$ cat config.mk
export PLATFORM = sky130hd
export DESIGN_NAME = qword_packer_flat
export DESIGN_NICKNAME = d
export VERILOG_FILES = /design/src/rtl/qword_packer_pkg.sv /design/src/rtl/qword_packer_if.sv /design/src/rtl/qword_packer.sv /design/src/flat_wrapper.sv
export SDC_FILE = /design/constraint.sdc
export NUM_CORES = 1
export LEC_CHECK = 0
export ABC_AREA = 0
export BUFFER_PORTS_ARGS = -buffer_cell sky130_fd_sc_hd__buf_2
export CORE_ASPECT_RATIO = 0.6
export CORE_MARGIN = 5
export CORE_UTILIZATION = 35
export DETAILED_ROUTE_END_ITERATION = 6
export PLACE_DENSITY_LB_ADDON = 0.3
export SLEW_MARGIN = 20
export SYNTH_ARGS = -nofsm -noshare
export SYNTH_HDL_FRONTEND = slang
export SYNTH_SLANG_ARGS = --single-unit
$ cat constraint.sdc
create_clock -name clk -period 6.4 [get_ports clk]
set_clock_uncertainty 0.15 [all_clocks]
set_input_delay 0.64 -clock clk [delete_from_list [all_inputs] [get_ports clk]]
set_output_delay 0.64 -clock clk [all_outputs]
set_load 0.01 [all_outputs]
$ cat src/rtl/qword_packer_pkg.sv
// -----------------------------------------------------------------------------
// qword_packer_pkg
// Shared constants and helpers for the byte-to-qword packer and the hex-dump
// stage that unpacks the same words.
//   BYTES_PER_WORD / QWORD_W : word geometry
//   ST_FILL / ST_PUSH        : 1-bit FSM encoding of the packer
//   DEFAULT_PAD_BYTE         : fill value for unused lanes of a flushed word
//   lane_insert()            : place byte number k of a group into its lane
// -----------------------------------------------------------------------------
package qword_packer_pkg;

  localparam int BYTES_PER_WORD = 8;
  localparam int QWORD_W        = 64;

  localparam logic [7:0] DEFAULT_PAD_BYTE = 8'h00;

  typedef logic [0:0] state_t;

  localparam logic [0:0] ST_FILL = 1'b0;
  localparam logic [0:0] ST_PUSH = 1'b1;

  // Byte k of a group goes to bits [63-8k -: 8] when msb_first, else [8k +: 8].
  // The dump stage uses the same mapping to pull bytes back out in order.
  function automatic logic [QWORD_W-1:0] lane_insert(
    input logic [QWORD_W-1:0] word,
    input logic [7:0]         byte_in,
    input logic [2:0]         idx,
    input logic               msb_first
  );
    logic [QWORD_W-1:0] w;
    logic [2:0]         lane;
    w    = word;
    lane = msb_first ? (3'd7 - idx) : idx;
    w[{lane, 3'b000} +: 8] = byte_in;
    return w;
  endfunction

endpackage

$ cat src/rtl/qword_packer_if.sv
// -----------------------------------------------------------------------------
// qword_packer_if
// Bundles the packer's byte-stream input, FIFO write port and status.
//   s_valid/s_data/s_last/s_ready : upstream byte handshake
//   fifo_full/fifo_we/fifo_data   : downstream 64-bit FIFO write port
//   fill_level/busy               : status
// modport slave  : seen by the packer
// modport master : seen by the environment driving/consuming the packer
// -----------------------------------------------------------------------------
interface qword_packer_if;

  logic        s_valid;
  logic [7:0]  s_data;
  logic        s_last;
  logic        s_ready;
  logic        fifo_full;
  logic        fifo_we;
  logic [63:0] fifo_data;
  logic [3:0]  fill_level;
  logic        busy;

  modport slave (
    input  s_valid, s_data, s_last, fifo_full,
    output s_ready, fifo_we, fifo_data, fill_level, busy
  );

  modport master (
    output s_valid, s_data, s_last, fifo_full,
    input  s_ready, fifo_we, fifo_data, fill_level, busy
  );

endinterface

$ cat src/rtl/qword_packer.sv
// -----------------------------------------------------------------------------
// qword_packer
// Collects bytes from a valid/ready stream into 64-bit words and writes each
// completed word into a downstream FIFO, respecting its full flag.
//
// Ports:
//   clk  : single clock
//   rst  : asynchronous, active-high reset
//   bus  : qword_packer_if.slave (byte stream in, FIFO write out, status)
//
// Parameters:
//   MSB_FIRST : 1 = first byte of a group in [63:56], 0 = first byte in [7:0]
//   PAD_BYTE  : value of lanes not filled when a partial word is flushed
//
// Build option:
//   QWORD_PACKER_FLUSH_EN : when defined, a byte carrying s_last closes the
//   current word early (remaining lanes = PAD_BYTE). When undefined, s_last
//   is ignored and words close only after 8 bytes.
// -----------------------------------------------------------------------------
module qword_packer
  import qword_packer_pkg::*;
#(
  parameter bit         MSB_FIRST = 1'b1,
  parameter logic [7:0] PAD_BYTE  = DEFAULT_PAD_BYTE
) (
  input  logic             clk,
  input  logic             rst,
  qword_packer_if.slave    bus
);

  localparam logic [QWORD_W-1:0] PAD_WORD = {BYTES_PER_WORD{PAD_BYTE}};

  state_t             state_q, state_d;
  logic [3:0]         fill_q,  fill_d;
  logic [QWORD_W-1:0] word_q,  word_d;

  logic accept_s;
  logic write_s;
  logic close_s;

  // Ready is a pure decode of registered state, so s_valid never reaches
  // s_ready combinationally.
  assign accept_s = bus.s_valid & (state_q == ST_FILL);
  // The FIFO write follows fifo_full combinationally so a word is never
  // written while the FIFO reports full, yet is written the first free cycle.
  assign write_s  = (state_q == ST_PUSH) & ~bus.fifo_full;

`ifdef QWORD_PACKER_FLUSH_EN
  assign close_s = (fill_q == 4'd7) | bus.s_last;
`else
  // Frame boundaries do not close words in this build.
  logic unused_last_s;
  assign unused_last_s = bus.s_last;
  assign close_s       = (fill_q == 4'd7);
`endif

  // Next-state logic: gather bytes in FILL, hold the word in PUSH until written.
  always_comb begin
    state_d = state_q;
    fill_d  = fill_q;
    word_d  = word_q;
    case (state_q)
      ST_FILL: begin
        if (accept_s) begin
          word_d  = lane_insert(word_q, bus.s_data, fill_q[2:0], MSB_FIRST);
          fill_d  = fill_q + 4'd1;
          state_d = close_s ? ST_PUSH : ST_FILL;
        end else begin
          state_d = ST_FILL;
        end
      end
      ST_PUSH: begin
        if (write_s) begin
          state_d = ST_FILL;
          fill_d  = 4'd0;
          word_d  = PAD_WORD;
        end else begin
          state_d = ST_PUSH;
        end
      end
      default: begin
        state_d = ST_FILL;
        fill_d  = 4'd0;
        word_d  = PAD_WORD;
      end
    endcase
  end

  // State, byte count and word register; reset discards any held word.
  always_ff @(posedge clk or posedge rst) begin
    if (rst) begin
      state_q <= ST_FILL;
      fill_q  <= 4'd0;
      word_q  <= PAD_WORD;
    end else begin
      state_q <= state_d;
      fill_q  <= fill_d;
      word_q  <= word_d;
    end
  end

  assign bus.s_ready    = (state_q == ST_FILL);
  assign bus.busy       = (state_q == ST_PUSH);
  assign bus.fifo_we    = write_s;
  assign bus.fifo_data  = word_q;
  assign bus.fill_level = fill_q;

endmodule
$ cat src/flat_wrapper.sv
// flat-port wrapper written by rule: the top's interface ports become plain ports
module qword_packer_flat import qword_packer_pkg::*;
#(
  parameter bit         MSB_FIRST = 1'b1,
  parameter logic [7:0] PAD_BYTE  = DEFAULT_PAD_BYTE
)
  (clk, rst, bus_s_valid, bus_s_data, bus_s_last, bus_fifo_full, bus_s_ready, bus_fifo_we, bus_fifo_data, bus_fill_level, bus_busy);
  qword_packer_if bus_i ();
  input  logic clk;
  input  logic rst;
  input wire logic [$bits(bus_i.s_valid)-1:0] bus_s_valid;
  input wire logic [$bits(bus_i.s_data)-1:0] bus_s_data;
  input wire logic [$bits(bus_i.s_last)-1:0] bus_s_last;
  input wire logic [$bits(bus_i.fifo_full)-1:0] bus_fifo_full;
  output wire logic [$bits(bus_i.s_ready)-1:0] bus_s_ready;
  output wire logic [$bits(bus_i.fifo_we)-1:0] bus_fifo_we;
  output wire logic [$bits(bus_i.fifo_data)-1:0] bus_fifo_data;
  output wire logic [$bits(bus_i.fill_level)-1:0] bus_fill_level;
  output wire logic [$bits(bus_i.busy)-1:0] bus_busy;
  assign bus_i.s_valid = bus_s_valid;
  assign bus_i.s_data = bus_s_data;
  assign bus_i.s_last = bus_s_last;
  assign bus_i.fifo_full = bus_fifo_full;
  assign bus_s_ready = bus_i.s_ready;
  assign bus_fifo_we = bus_i.fifo_we;
  assign bus_fifo_data = bus_i.fifo_data;
  assign bus_fill_level = bus_i.fill_level;
  assign bus_busy = bus_i.busy;
  qword_packer #(.MSB_FIRST(MSB_FIRST), .PAD_BYTE(PAD_BYTE)) u_core (.clk(clk), .rst(rst), .bus(bus_i));
endmodule
==> metrics.cfg, run 1 <==
[clock_network]
cts.repair.resized = 0
ctsHoldBuffers = 0
postCtsSetupBuffers = 0
cts_root_buf = clkbuf_16
htreeDepth = 3
clk-insertion-delay-late_ps = 330
clkTransAtPathRegs_ps = 60
numCtsBuffers = 9
cts_tree = built
clock_sinks = 69
clockBufferDepth = 2

[worst_setup_path]
cp-endpoint = u_core.bus.fifo_data[2]
critPathArrivalTime_ps = 3260
timing.rr.start = u_core.bus.busy
critical_path.startpoint = bus_fifo_full
crit_type = in2reg
cp.required_ps = 6520
reg2reg_depth = 5
crit_path_end_kind = register
timing.rr.end = u_core.bus.fifo_data[2]
r2r_slack_ps = 3330
crit_fanout = 29
cp-start-kind = input port

[run_status]
status = completed

[drt]
routed_wl_um = 8320
ant_nets = 0
wl_per_cell_um = 18.6
firstDrtPassIters = 4
drc = 0
via_per_inst = 5.27
drt_iter0_drc = 236
num_vias = 2355

[sta]
setup_ws_ps = 3250
post-route-period-util_pct = 49.2
holdWs_ps = 348
fin_tns_setup_ps = 0
finalHoldViolations = 0
rsz0062_at_grt = false
relSlewSlack_pct = 28.9
min_period_ps = 3150
fmax_ghz = 0.318
final-max-slew-violation-count = 0
worst-slew-pin-transition_ps = 1060
setup_viol = 0

[place]
routabilityCongestion = 0.790
io_buffers = 82
post-place-ws_ps = 2930
hpwlAfterDp_um = 5750
placed_area_um2 = 3400

[global_route]
met1_usage_pct = 24.4
busiest_layer = met1
grt_pass1_wl_um = 13500
grtUsageMet3_pct = 7.31
grt_max_degree = 70
met2_usage_pct = 23.6
grt_usage_pct = 17.1
first_global_vias = 2404
antenna_found_initial = 0
grt_overflow = 0

[min_path]
hp-class = reg2reg

[cells_and_area]
fill_cells = 755
layout_commonest_cell = buf_2
syn2layout_area_growth_pct = 28.1
drive_gt1_share_pct = 31.6
antenna_cells = 0
final_cell_mix = buf_2, dfrtp_1, o21ai_0
post-route-util_pct = 46.7
design_area_um2 = 3730
fin_nets = 350

[power_and_ir_drop]
clkPwrFrac_pct = 27.6
pwr-share-comb_pct = 35.6
internal_power_mw = 1.23
pwr-share-seq_pct = 36.9
switchingPower_mw = 0.701
power_density_nw_per_um2 = 517
swShare_pct = 36.4
ir_drop_uv = 169
p_leak_nw = 1.82

[yosys]
ys_warn_count = 0
ys_ff_latch = 69
netlist_area_um2 = 2910
syn_inst = 257
yosysUniqueCellTypes = 36
synth.avg_cell_area_um2 = 11.3
async_reset_ff_share_pct = 100
synth_nets = 273
ys.flop_type = dfrtp_1
synth_edf_count = 0
yosysSeqAreaShare_pct = 59.3

[floorplanning]
die_w_um = 128
dieArea_um2 = 10300
initial_core_util_pct = 36.5
ioPinCount = 84
core-area_um2 = 7980
num_rows = 25
fp.dieH_um = 80.6

[run]
maxCapViolations = 0

-- routing by layer --
layer | up-vias | share of wire (%)
met4 | 0 | 0.31
met5 | - | 0
met1 | 1160 | 47
met2 | 86 | 43
li1 | 1105 | -
met3 | 4 | 11
-- critical path: stages --
cell and delay (ps):
buf_2 270, nand2b_2 440, inv_1 440, o21ai_1 380, nor4_2 810, a22o_1 260
-- how the worst min path moves through the flow --
stage,startpoint,endpoint,slack (ps),cells past startpoint
detailed placement,u_core.bus.fifo_data[8],u_core.bus.fifo_data[8],330,1
CTS,u_core.bus.fifo_data[5],u_core.bus.fifo_data[5],350,1
global route,u_core.bus.fifo_data[5],u_core.bus.fifo_data[5],370,1
floorplan,u_core.bus.fifo_data[58],u_core.bus.fifo_data[58],380,1
global placement,u_core.bus.fifo_data[4],u_core.bus.fifo_data[4],330,1
finish,u_core.bus.fifo_data[58],u_core.bus.fifo_data[58],350,1
-- per-stage QoR --
| step | power, mW | cells |
|---|---|---|
| 6_report | 1.93 | 447 |
| 5_1_grt | 2.06 | 447 |
| 4_1_cts | 1.95 | 447 |
| 3_5_place_dp | 1.41 | 431 |
| 3_3_place_gp | 1.38 | 431 |
| 2_1_floorplan | 1.13 | 257 |
-- synth_stat cells (2+ instances only) --
cell type  number  area share, %
dfrtp_1        69             59
o21ai_0        38            6.5
nand2_1        31            4.0
a22o_1         22            6.6
o221ai_1       16            4.8
clkbuf_1       15            1.9
o211ai_1       12            3.1
nor2_1          9            1.2
mux2i_1         8            2.8
ha_1            3            1.3
inv_1           3           0.39
nand2b_1        3           0.64
nand3_1         3           0.52
buf_2           2           0.34
or2_1           2           0.43
-- registers in the layout, indices dropped and copies added, names as in the netlist --
name,cells
u_core.bus.fifo_data,64
u_core.bus.fill_level,4
u_core.bus.busy,1
-- final cells by class --
| type | instances | area (um2) | area share, % |
|---|---|---|---|
| multi-input cells | 166 | 1100 | 29.6 |
| clock buffers | 9 | 225 | 6.04 |
| repair buffers | 84 | 425 | 11.4 |
| flip-flops and latches | 69 | 1730 | 46.3 |
| clock inverters | 7 | 97.6 | 2.62 |
| well taps | 108 | 135 | 3.62 |
| inverters | 4 | 15.0 | 0.403 |
-- power groups by stage --
stage | registers (mW) | clock network, mW | logic (mW)
2_1_floorplan | 0.775 | 0 | 0.350
3_3_place_gp | 0.713 | 0 | 0.671
6_report | 0.710 | 0.532 | 0.686
4_1_cts | 0.712 | 0.545 | 0.692
5_1_grt | 0.732 | 0.562 | 0.771
3_5_place_dp | 0.715 | 0 | 0.691
-- cell families (layout without fill, tap and decap cells) --
family          after synthesis  after routing  synth area share (%)
compound gates               94             94                  23.0
flops                        69             69                  59.3
simple gates                 60             60                  10.3
buf+inv                      22            104                  3.05
mux                           8              8                  2.75
fa+ha+maj                     3              3                  1.29
xor+xnor                      1              1                 0.301
No activity file was read; power rests on OpenSTA's default activity.
==> run 2: changes to the inputs <==
- clock period: 6.4 -> 3 ns (I/O delays scaled with it)
==> run 2 against run 1 <==
Compared with the run above:
- cell area up 1.6%
- total power up 110%
- clock power up 110%
- critical path type is now reg2reg
- largest cell class unchanged
- highest routed layer unchanged
==> metrics.cfg, run 2 (same netlist as run 1, synthesis figures left out) <==
[clock_network]
cts_tree = built
numCtsBuffers = 9
clkTransAtPathRegs_ps = 50
clk-insertion-delay-late_ps = 330
clock_sinks = 69
clockBufferDepth = 2
cts_root_buf = clkbuf_16
cts.repair.resized = 0
htreeDepth = 3

[sta]
worst-slew-pin-transition_ps = 774
fmax_ghz = 0.369
post-route-period-util_pct = 90.3
min_period_ps = 2710
fin_tns_setup_ps = 0
relSlewSlack_pct = 48.1
rsz0062_at_grt = false
setup_ws_ps = 292
holdWs_ps = 107
setup_viol = 0
finalHoldViolations = 0
final-max-slew-violation-count = 0

[min_path]
hp-class = in2reg

[drt]
wl_per_cell_um = 18.6
drt_iter0_drc = 232
routed_wl_um = 8460
num_vias = 2395
via_per_inst = 5.28
firstDrtPassIters = 4
drc = 0
ant_nets = 0

[global_route]
grtUsageMet3_pct = 6.45
antenna_found_initial = 0
met2_usage_pct = 23.1
grt_usage_pct = 17.7
first_global_vias = 2434
met1_usage_pct = 26.7
grt_overflow = 0
busiest_layer = met1
grt_max_degree = 38
grt_pass1_wl_um = 13800

[floorplanning]
dieArea_um2 = 10300
fp.dieH_um = 80.6
ioPinCount = 84
num_rows = 25
core-area_um2 = 7980
die_w_um = 128
initial_core_util_pct = 36.5

[cells_and_area]
design_area_um2 = 3790
antenna_cells = 0
fin_cells = 454
drive_gt1_share_pct = 32.4
final_cell_mix = buf_2, dfrtp_1, o21ai_0
layout_commonest_cell = buf_2
fin_nets = 358
largest_reg_flops = 64
post-route-util_pct = 47.5
syn2layout_area_growth_pct = 30.1

[place]
io_buffers = 82
hpwlAfterDp_um = 5870
routabilityCongestion = 0.818
placed_area_um2 = 3450
post-place-ws_ps = 295
place_inst = 437

[worst_setup_path]
critPathArrivalTime_ps = 2770
cpMaxStageDelayCell = a211oi_4
crit_type = reg2reg
crit_path_end_kind = register
crit_top_cell = ha_1
cp-start-kind = register
critical_path.max_stage_delay_ps = 570
cp.required_ps = 3070
crit_fanout = 9
critical_path.cell_chain = ha_1, ha_1, or3b_4, a211oi_4, mux2i_1, nor2_1

[power_and_ir_drop]
p_leak_nw = 1.86
fin_total_pwr_mw = 4.11
ir_drop_uv = 473
power_density_nw_per_um2 = 1090

[run_status]
status = completed

[run]
maxCapViolations = 0

-- run 2: cell type report --
class                   instances  area [um2]
fillers                       755        4190
flip-flops and latches         69        1730
multi-input cells             166        1090
repair buffers                 92         500
clock buffers                  11         243
well taps                     108         135
clock inverters                 4        72.6
inverters                       4        15.0
-- run 2: path summary, 6_finish.rpt --
path,startpoint,to,slack [ps],cells after the start
max,u_core.bus.fill_level[0],u_core.bus.fifo_data[29],290,6
min,bus_s_data[1],u_core.bus.fifo_data[17],110,3
max reg2reg,u_core.bus.fill_level[0],u_core.bus.fifo_data[29],290,6
min reg2reg,u_core.bus.fifo_data[4],u_core.bus.fifo_data[4],340,1
max in group asynchronous,rst,u_core.bus.fifo_data[56],1550,4
min in group asynchronous,rst,u_core.bus.fifo_data[4],480,3
-- run 2: report_power, final --
| part | internal (mW) | switching, mW |
|---|---|---|
| registers | 1.29 | 0.228 |
| logic | 0.615 | 0.859 |
| clock network | 0.744 | 0.379 |
-- run 2: repair_timing --
item / in CTS / in global routing
hold buffers: 1 / 0
hold endpoints to repair: 32 / 0
setup buffers: 0 / 0
-- run 2: worst max-delay path: cells and delay by family (launching register included) --
kind | cells | cell delay, ps
mux | 1 | 250
simple gates | 2 | 490
compound gates | 1 | 570
flops | 1 | 470
fa+ha+maj | 2 | 660
-- run 2: routing by layer --
layer  vias to the layer above  wire (um)
met1                      1186       4290
met2                        82       3390
met5                         -          0
met4                         0         98
li1                       1119          -
met3                         8        678
==> run 3: changes to the inputs <==
- CELL_PAD_IN_SITES_DETAIL_PLACEMENT: not set -> 1
- CELL_PAD_IN_SITES_GLOBAL_PLACEMENT: not set -> 2
- CORE_MARGIN: 5 -> 4
- CORE_UTILIZATION: 35 -> 32
==> run 3 against run 2 <==
Compared with the run above:
- non-clock buffer count unchanged
- maximum frequency is essentially flat
- worst setup slack about the same
- die area increased by 4.2%
- sequential share of layout area is 0.075 points higher
- register-to-register slack is essentially flat
- routed wire length grew 7.6%
- sequential power about the same
- critical endpoint is now u_core.bus.fifo_data[30]
- largest power group unchanged
==> metrics.cfg, run 3 (same netlist as run 1, synthesis figures left out) <==
[run_status]
status = completed

[clock_network]
clockBufferDepth = 2
htreeDepth = 3
clock_sinks = 69
clk-insertion-delay-late_ps = 340
numCtsBuffers = 9
clkTransAtPathRegs_ps = 60
cts_tree = built
cts.repair.resized = 0
cts_root_buf = clkbuf_16

[worst_setup_path]
cp-start-kind = register
r2r_slack_ps = 290
cp.required_ps = 3060
timing.rr.start = u_core.bus.fill_level[0]
crit_type = reg2reg
crit_fanout = 9
reg2reg_depth = 6
critPathArrivalTime_ps = 2760
crit_path_end_kind = register
timing.rr.end = u_core.bus.fifo_data[30]

[power_and_ir_drop]
swShare_pct = 36.9
pwr-share-seq_pct = 37.1
pwr-share-comb_pct = 36.5
switchingPower_mw = 1.51
p_leak_nw = 1.86
internal_power_mw = 2.59
ir_drop_uv = 376
clkPwrFrac_pct = 26.4
power_density_nw_per_um2 = 1080

[cells_and_area]
post-route-util_pct = 43.5
drive_gt1_share_pct = 32.3
antenna_cells = 0
largest_reg_flops = 64
syn2layout_area_growth_pct = 29.9
layout_commonest_cell = buf_2
fill_cells = 979
final_cell_mix = buf_2, dfrtp_1, o21ai_0
fin_nets = 358

[global_route]
first_global_vias = 2576
antenna_found_initial = 0
grt_overflow = 0
grt_usage_pct = 18.0
grt_max_degree = 38
grt_pass1_wl_um = 14700

[drt]
routed_wl_um = 9100
ant_nets = 0
drc = 0
firstDrtPassIters = 4
num_vias = 2485
wl_per_cell_um = 19.8
drt_iter0_drc = 150
via_per_inst = 5.41

[run]
maxCapViolations = 0

[sta]
fin_tns_setup_ps = 0
fmax_ghz = 0.369
finalHoldViolations = 0
setup_viol = 0
post-route-period-util_pct = 90.2
relSlewSlack_pct = 39.1
rsz0062_at_grt = false
worst-slew-pin-transition_ps = 907
min_period_ps = 2710
final-max-slew-violation-count = 0

[floorplanning]
core-area_um2 = 8690
fp.dieH_um = 81.9
die_w_um = 131
initial_core_util_pct = 33.5
num_rows = 26
ioPinCount = 84
dieArea_um2 = 10700

[min_path]
hp-class = in2reg
min_from = bus_s_data[1]
holdPathEnd = u_core.bus.fifo_data[1]
whs_path_depth = 2

[place]
io_buffers = 82
routabilityCongestion = 0.796
hpwlAfterDp_um = 6530

-- run 3: layer usage --
layer  track usage, %  wire, um  up-vias
met2             27.3      3950       70
met1             24.7      4490     1282
met4             5.03        89        0
li1                 -         -     1124
met3             6.43       564        9
met5                0         0        -
-- run 3: area by class of cell --
cell class	count	area (um2)	share of cell area [%]
clock buffer	13	260	6.88
clock inverter	3	43.8	1.16
inverter	4	15.0	0.397
multi-input combinational	166	1090	29.0
sequential	69	1730	45.7
tap	112	140	3.71
timing repair buffer	92	500	13.2
-- run 3: worst max-delay path by stage --
stage / from / to / slack (ps) / cells past startpoint
floorplan: u_core.bus.fill_level[0] / u_core.bus.fifo_data[24] / 510 / 6
global placement: u_core.bus.fill_level[0] / u_core.bus.fifo_data[31] / 330 / 6
detailed placement: u_core.bus.fill_level[0] / u_core.bus.fifo_data[28] / 290 / 6
CTS: u_core.bus.fill_level[0] / u_core.bus.fifo_data[28] / 260 / 6
global route: u_core.bus.fill_level[0] / u_core.bus.fifo_data[28] / 90 / 6
finish: u_core.bus.fill_level[0] / u_core.bus.fifo_data[30] / 290 / 6
-- run 3: worst max-delay path: stages, from the launching register on --
cell,delay [ps]
dfrtp_1,490
ha_1,290
ha_1,370
or3b_4,440
a211oi_4,520
mux2i_1,250
nor2_1,50
-- run 3: metrics by stage --
stage / total power [mW] / instances / area [um2] / setup slack, ps / hold slack (ps)
6_report: 4.10 / 459 / 3780 / 293 / 107
5_1_grt: 4.39 / 459 / 3780 / 93.1 / 106
4_1_cts: 4.14 / 458 / 3770 / 262 / 89.8
3_5_place_dp: 3.04 / 441 / 3460 / 293 / 320
3_3_place_gp: 2.98 / 441 / 3460 / 327 / 316
2_1_floorplan: 2.40 / 257 / 2910 / 513 / 267
-- run 3: repair_timing --
item                      in CTS  in global routing
buffers inserted               0                  0
hold endpoints to repair      32                  0
hold buffers                   1                  0
-- run 3: power groups by stage --
stage	Combinational [mW]	Clock (mW)	Sequential, mW
floorplan	0.747	0	1.65
global placement	1.46	0	1.52
detailed placement	1.51	0	1.53
CTS	1.52	1.10	1.52
global route	1.68	1.14	1.57
finish	1.49	1.08	1.52
